--- src/rtl/aes_pkg.sv ---
// Shared AES-128 definitions: FSM encoding, state byte indexing and GF(2^8) helpers.
package aes_pkg;

  localparam int AES_NR = 10;

  typedef enum logic [2:0] {
    ST_IDLE  = 3'd0,
    ST_ARK   = 3'd1,
    ST_SUB   = 3'd2,
    ST_SHIFT = 3'd3,
    ST_MIX   = 3'd4,
    ST_DONE  = 3'd5
  } aes_state_e;

  // Element 0 multiplies the row's own byte; higher elements walk down the column.
  localparam logic [0:3][7:0] MIX_FWD = {8'h02, 8'h03, 8'h01, 8'h01};
  localparam logic [0:3][7:0] MIX_INV = {8'h0e, 8'h0b, 8'h0d, 8'h09};

  function automatic int row_of(input int i);
    return i % 4;
  endfunction

  function automatic int col_of(input int i);
    return i / 4;
  endfunction

  // Column wraps modulo 4, so negative offsets are legal.
  function automatic int byte_idx(input int r, input int c);
    return (r & 3) + 4 * (c & 3);
  endfunction

  // Source byte for destination byte i of ShiftRows (left rotate) or its inverse.
  function automatic int shift_src(input int i, input logic inv);
    return byte_idx(row_of(i), inv ? col_of(i) - row_of(i) : col_of(i) + row_of(i));
  endfunction

  function automatic logic [7:0] xtime(input logic [7:0] b);
    return {b[6:0], 1'b0} ^ (b[7] ? 8'h1b : 8'h00);
  endfunction

  function automatic logic [7:0] gmul(input logic [7:0] a, input logic [7:0] b);
    logic [7:0] p;
    logic [7:0] x;
    p = 8'h00;
    x = a;
    for (int k = 0; k < 8; k++) begin
      if (b[k]) p = p ^ x;
      x = xtime(x);
    end
    return p;
  endfunction

  function automatic logic [7:0] mix_coef(input logic inv, input int k);
    return inv ? MIX_INV[k & 3] : MIX_FWD[k & 3];
  endfunction

endpackage

--- src/rtl/aes_mix_column.sv ---
// One MixColumns / InvMixColumns column; row 0 byte sits in the top 8 bits.
module aes_mix_column
  import aes_pkg::*;
(
  input  logic [31:0] col_i,
  input  logic        inv_i,
  output logic [31:0] col_o
);

  logic [3:0][7:0] a;
  logic [3:0][7:0] m;

  always_comb begin
    for (int j = 0; j < 4; j++) a[j] = col_i[31-8*j -: 8];
  end

  always_comb begin
    m = '0;
    for (int r = 0; r < 4; r++)
      for (int j = 0; j < 4; j++)
        m[r] = m[r] ^ gmul(mix_coef(inv_i, j - r), a[j]);
  end

  always_comb begin
    for (int r = 0; r < 4; r++) col_o[31-8*r -: 8] = m[r];
  end

endmodule

--- src/rtl/aes_round_sequencer.sv ---
// AES-128 encrypt/decrypt sequencer over a 128-bit state register, sharing one
// external byte-wide S-box and reading round keys from an external key store.
module aes_round_sequencer
  import aes_pkg::*;
#(
  parameter int NR       = AES_NR,
  parameter int SBOX_LAT = 1
) (
  input  logic         clk,
  input  logic         reset,
  input  logic         start,
  input  logic         decrypt,
  input  logic [127:0] data_in,
  output logic [127:0] data_out,
  output logic         busy,
  output logic         done,
  output logic [3:0]   round_idx,
  input  logic [127:0] round_key,
  output logic         sbox_inv,
  output logic [7:0]   sbox_in,
  input  logic [7:0]   sbox_out
);

  localparam logic [3:0] NR_L     = 4'(NR);
  localparam logic [4:0] LAT5     = 5'(SBOX_LAT);
  localparam logic [4:0] SUB_LAST = 5'(16 + SBOX_LAT - 1);

  aes_state_e   state_q, state_d;
  logic [127:0] st_q, st_d;
  logic [127:0] dout_q, dout_d;
  logic [3:0]   rnd_q, rnd_d;
  logic [4:0]   bc_q, bc_d;
  logic         dec_q, dec_d;

  logic [127:0] shifted;
  logic [127:0] mixed;
  logic [3:0]   wr_idx;
  logic         last_ark;

  always_comb begin
    shifted = '0;
    for (int i = 0; i < 16; i++)
      shifted[8*(15-i) +: 8] = st_q[8*(15-shift_src(i, dec_q)) +: 8];
  end

  for (genvar c = 0; c < 4; c++) begin : g_mix
    aes_mix_column u_mix (
      .col_i (st_q[127-32*c -: 32]),
      .inv_i (dec_q),
      .col_o (mixed[127-32*c -: 32])
    );
  end

  // S-box results trail the issued byte by SBOX_LAT cycles.
  assign wr_idx   = 4'(bc_q - LAT5);
  assign last_ark = dec_q ? (rnd_q == 4'd0) : (rnd_q == NR_L);

  always_comb begin
    state_d = state_q;
    st_d    = st_q;
    dout_d  = dout_q;
    rnd_d   = rnd_q;
    bc_d    = bc_q;
    dec_d   = dec_q;
    unique case (state_q)
      ST_IDLE, ST_DONE: begin
        state_d = ST_IDLE;
        if (start) begin
          state_d = ST_ARK;
          st_d    = data_in;
          dec_d   = decrypt;
          rnd_d   = decrypt ? NR_L : 4'd0;
          bc_d    = '0;
        end
      end
      ST_ARK: begin
        st_d = st_q ^ round_key;
        bc_d = '0;
        if (last_ark) begin
          state_d = ST_DONE;
          dout_d  = st_q ^ round_key;
        end else if (!dec_q) begin
          rnd_d   = rnd_q + 4'd1;
          state_d = ST_SUB;
        end else begin
          rnd_d   = rnd_q - 4'd1;
          state_d = (rnd_q == NR_L) ? ST_SHIFT : ST_MIX;
        end
      end
      ST_SUB: begin
        if (bc_q >= LAT5) st_d[8*(15-int'(wr_idx)) +: 8] = sbox_out;
        if (bc_q == SUB_LAST) begin
          bc_d    = '0;
          state_d = dec_q ? ST_ARK : ST_SHIFT;
        end else begin
          bc_d = bc_q + 5'd1;
        end
      end
      ST_SHIFT: begin
        st_d    = shifted;
        bc_d    = '0;
        if (dec_q)              state_d = ST_SUB;
        else if (rnd_q == NR_L) state_d = ST_ARK;
        else                    state_d = ST_MIX;
      end
      ST_MIX: begin
        st_d    = mixed;
        state_d = dec_q ? ST_SHIFT : ST_ARK;
      end
      default: state_d = ST_IDLE;
    endcase
  end

  always_ff @(posedge clk or posedge reset) begin
    if (reset) begin
      state_q <= ST_IDLE;
      st_q    <= '0;
      dout_q  <= '0;
      rnd_q   <= '0;
      bc_q    <= '0;
      dec_q   <= 1'b0;
    end else begin
      state_q <= state_d;
      st_q    <= st_d;
      dout_q  <= dout_d;
      rnd_q   <= rnd_d;
      bc_q    <= bc_d;
      dec_q   <= dec_d;
    end
  end

  assign busy      = (state_q == ST_ARK) || (state_q == ST_SUB) ||
                     (state_q == ST_SHIFT) || (state_q == ST_MIX);
  assign done      = (state_q == ST_DONE);
  assign data_out  = dout_q;
  assign round_idx = rnd_q;
  assign sbox_inv  = dec_q;
  assign sbox_in   = (state_q == ST_SUB && !bc_q[4]) ? st_q[8*(15-int'(bc_q[3:0])) +: 8] : 8'h00;

endmodule
--- config.mk ---
export PLATFORM = sky130hd
export DESIGN_NAME = aes_round_sequencer
export DESIGN_NICKNAME = d
export VERILOG_FILES = /design/src/rtl/aes_pkg.sv /design/src/rtl/aes_mix_column.sv /design/src/rtl/aes_round_sequencer.sv
export SDC_FILE = /design/constraint.sdc
export NUM_CORES = 2
export LEC_CHECK = 0
export CAP_MARGIN = 20
export CORE_ASPECT_RATIO = 1.1
export CORE_MARGIN = 3
export CORE_UTILIZATION = 35
export CTS_BUF_LIST = sky130_fd_sc_hd__clkbuf_8
export CTS_CLUSTER_DIAMETER = 30
export DETAILED_ROUTE_END_ITERATION = 10
export RECOVER_POWER = 100
export SLEW_MARGIN = 20
export SYNTH_ARGS = -nofsm -noshare
export SYNTH_HDL_FRONTEND = slang
export SYNTH_SLANG_ARGS = --single-unit
--- constraint.sdc ---
create_clock -name clk -period 28.8 [get_ports clk]
set_input_delay 7.2 -clock clk [delete_from_list [all_inputs] [get_ports clk]]
set_output_delay 7.2 -clock clk [all_outputs]
set_load 0.02 [all_outputs]
==> flow_summary.ini <==
[status]
status = finished with violations
violations = capacitance limit, slew limit

[synthesis]
yosysSeqAreaShare_pct = 22.05
synth_edf_count = 0
yosysWarnings = 0
synth_cell_types = 83
synth_fp_nets = 3995
synth_compound_area_share_pct = 16.80
synth.avg_cell_area_sq_um = 8.435
muxShareOfSynthArea_pct = 8.159
netlist_area_sq_mm = 0.03053
synth_adder_area_share_pct = 4.442
yosys_most_used_dff = dfrtp_1
synth-async-reset-ratio_pct = 100.0
yosys.area_share.simple_pct = 10.41
ys_ff_latch = 269
synth-xor-area-share_pct = 32.10
syn_inst = 3620
synth_top_family_by_area = XOR/XNOR gates

[timing]
finalCriticalPeriod_ps = 16190
hold_viol_final = 0
fin_worst_skew_ps = 54.42
slew_violations = 639
fin_crit_sh_pct = 56.23
slew_headroom_pct = -233.3
fmax_ghz = 0.06175
worst_pin_slew_ps = 4999
fin_setup_tns_ps = 0
setup_violations = 0
rsz0062_at_grt = false

[worst_setup_path]
start_kind = input port
crit_path_cell_trace = dlygate4sd3_1 -> clkinvlp_2 -> clkbuf_1 -> clkbuf_1
critPathTopFamily = buffers and inverters
cp.arrival_ps = 15920
max_stage_delay_ps = 2700
cp.depth = 4
cp_max_fo = 102
r2r_cells = 9
endpoint_kind = asynchronous set/reset pin
cpMostUsedCell = clkbuf_1
crit_required_ps = 28520
critical_path_class = input port to asynchronous set/reset pin
critPathBufInv = 4
crit_slowest_cell = clkbuf_1

[global_route]
grt_antenna_before_repair = 11
track_usage_pct = 35.08
grt_overflow_total = 0
grt_pass1_wl_mm = 227.2
grt_max_degree = 112
grt_pass1_vias = 29411

[clocking]
postCtsSetupRepairBufs = 0
cts_max_level = 3
clockBufferDepth = 3
cts.sinks = 269
numCtsBuffers = 85
clock_latency_ps = 770
cts_hold_buf = 0
clkTransAtPathRegs_ps = 50
cts_tree = done
cts_root_buf = clkbuf_8
cts-resized-gates = 0

[floorplanning]
std_cell_rows = 112
io_pins = 411
fp.coreArea_sq_mm = 0.08562
die_w_um = 287.6
start_util_pct = 35.66
die_h_um = 315.8
die_area_sq_mm = 0.09082

[finish]
layout-drive-gt1-share_pct = 8.532
fin_nets = 4244
syn2layout_area_growth_pct = 23.10
fin_util_pct = 43.90

[route]
first_pass_iters = 7
drt_iter0_drc = 4292
dr_total_vias = 30419
wire_per_inst_um = 32.13
drt_wl_total_mm = 163.4
drc = 0
via_per_inst = 5.980
postRouteAntennaNets = 0

[placed_design]
port-buffer-count = 410
hpwl_mm = 121.5
gp_congestion = 1.028

[hold_path]
worst_hold_path_type = flop to flop
min_path_cells = 2

[run]
maxCapViolations = 12
placed cells by master (no fill, tap or decap), types with 55 or more instances in the layout:
cell             count
xnor2_1            785
nand2_1            452
o21ai_0            280
dfrtp_1            266
dlygate4sd3_1      208
clkdlybuf4s50_1    202
a21oi_1            179
xor2_1             169
nor2_1             156
mux2i_1            144
ha_1               106
clkbuf_8           100
buf_4               92
o21ai_1             84
inv_1               67
o22ai_1             55
Yosys cell counts (all sizes together) (22+ instances only):
library cell	count	area, sq um
o22ai	55	344.1
ha	106	1326
o31ai	22	165.2
mux2i	145	1455
nor2	159	596.8
a31oi	25	156.4
o221ai	30	262.8
buf	198	1016
a22oi	30	225.2
a21oi	181	913.4
xnor2	795	7030
a221oi	33	289.0
clkbuf	153	574.3
nand2	455	1710
nor3	41	205.2
nor2b	22	137.6
dfrtp	269	6731
xnor3	41	923.4
o21ai	365	1827
xor2	174	1562
inv	68	255.3
mux4	40	900.9
layer usage:
| layer | track usage, % | up-vias | share of wire, % |
|---|---|---|---|
| li1 | - | 12872 | - |
| met1 | 45.80 | 14690 | 39 |
| met2 | 50.77 | 2281 | 41 |
| met3 | 10.37 | 572 | 12 |
| met4 | 21.44 | 4 | 7.6 |
| met5 | 0 | - | 0.020 |
cell families (layout without fill, tap and decap cells):
logic type / count (synthesis) / in the layout
AND/OR/NAND/NOR: 753 / 753
buffers and inverters: 419 / 737
other: 0 / 9
AO/OA/AOI/OAI: 852 / 852
adder cells (fa/ha/maj): 108 / 108
multiplexers: 197 / 197
flip-flops: 269 / 269
XOR/XNOR: 1022 / 1022
path summary, 6_finish.rpt:
kind / from / slack [ps] / endpoint
max in group clk: start / 16410 / st_q[81]$_DFFE_PP0P_
setup reg to reg: sbox_inv$_DFFE_PP0P_ / 20830 / st_q[32]$_DFFE_PP0P_
hold reg to reg: data_out[10]$_DFFE_PP0P_ / 470 / data_out[10]$_DFFE_PP0P_
setup / recovery: reset / 12610 / bc_q[1]$_DFFE_PP0P_
min in group asynchronous: reset / 8340 / data_out[98]$_DFFE_PP0P_
hold / removal: data_out[10]$_DFFE_PP0P_ / 470 / data_out[10]$_DFFE_PP0P_
worst min-delay path, stage by stage (launching register included):
cell,delay [ps]
dfrtp_1,330
nand2_1,40
o21ai_0,60
per-stage QoR:
step	instances	hold WS [ps]	instance area, sq um	setup slack, ps
after CTS	5078	482.4	37620	17720
after detailed placement	4922	470.6	35350	18500
after global routing	5080	495.0	37570	11250
final	5087	469.4	37590	12610
after floorplan	3620	489.7	30530	14190
after global placement	4922	462.2	35350	18540
cell type report:
cell class | instances | area, sq um
fill | 8528 | 48040
multi-input combinational | 2932 | 22020
sequential | 269 | 6735
timing repair buffer | 513 | 4852
tap | 1140 | 1426
clock buffer | 100 | 1376
clock inverter | 56 | 892.1
inverter | 68 | 257.7
antenna | 9 | 22.52
registers in the layout, indices dropped and copies added, names as in the netlist:
register and count:
round_idx 4, st_q 128, data_out 128, bc_q 5, sbox_inv 1, state_q 3
Power is left out: the tool's default activity adds up to more than one toggle a clock period on the data nets, which glitch-free logic cannot reach.
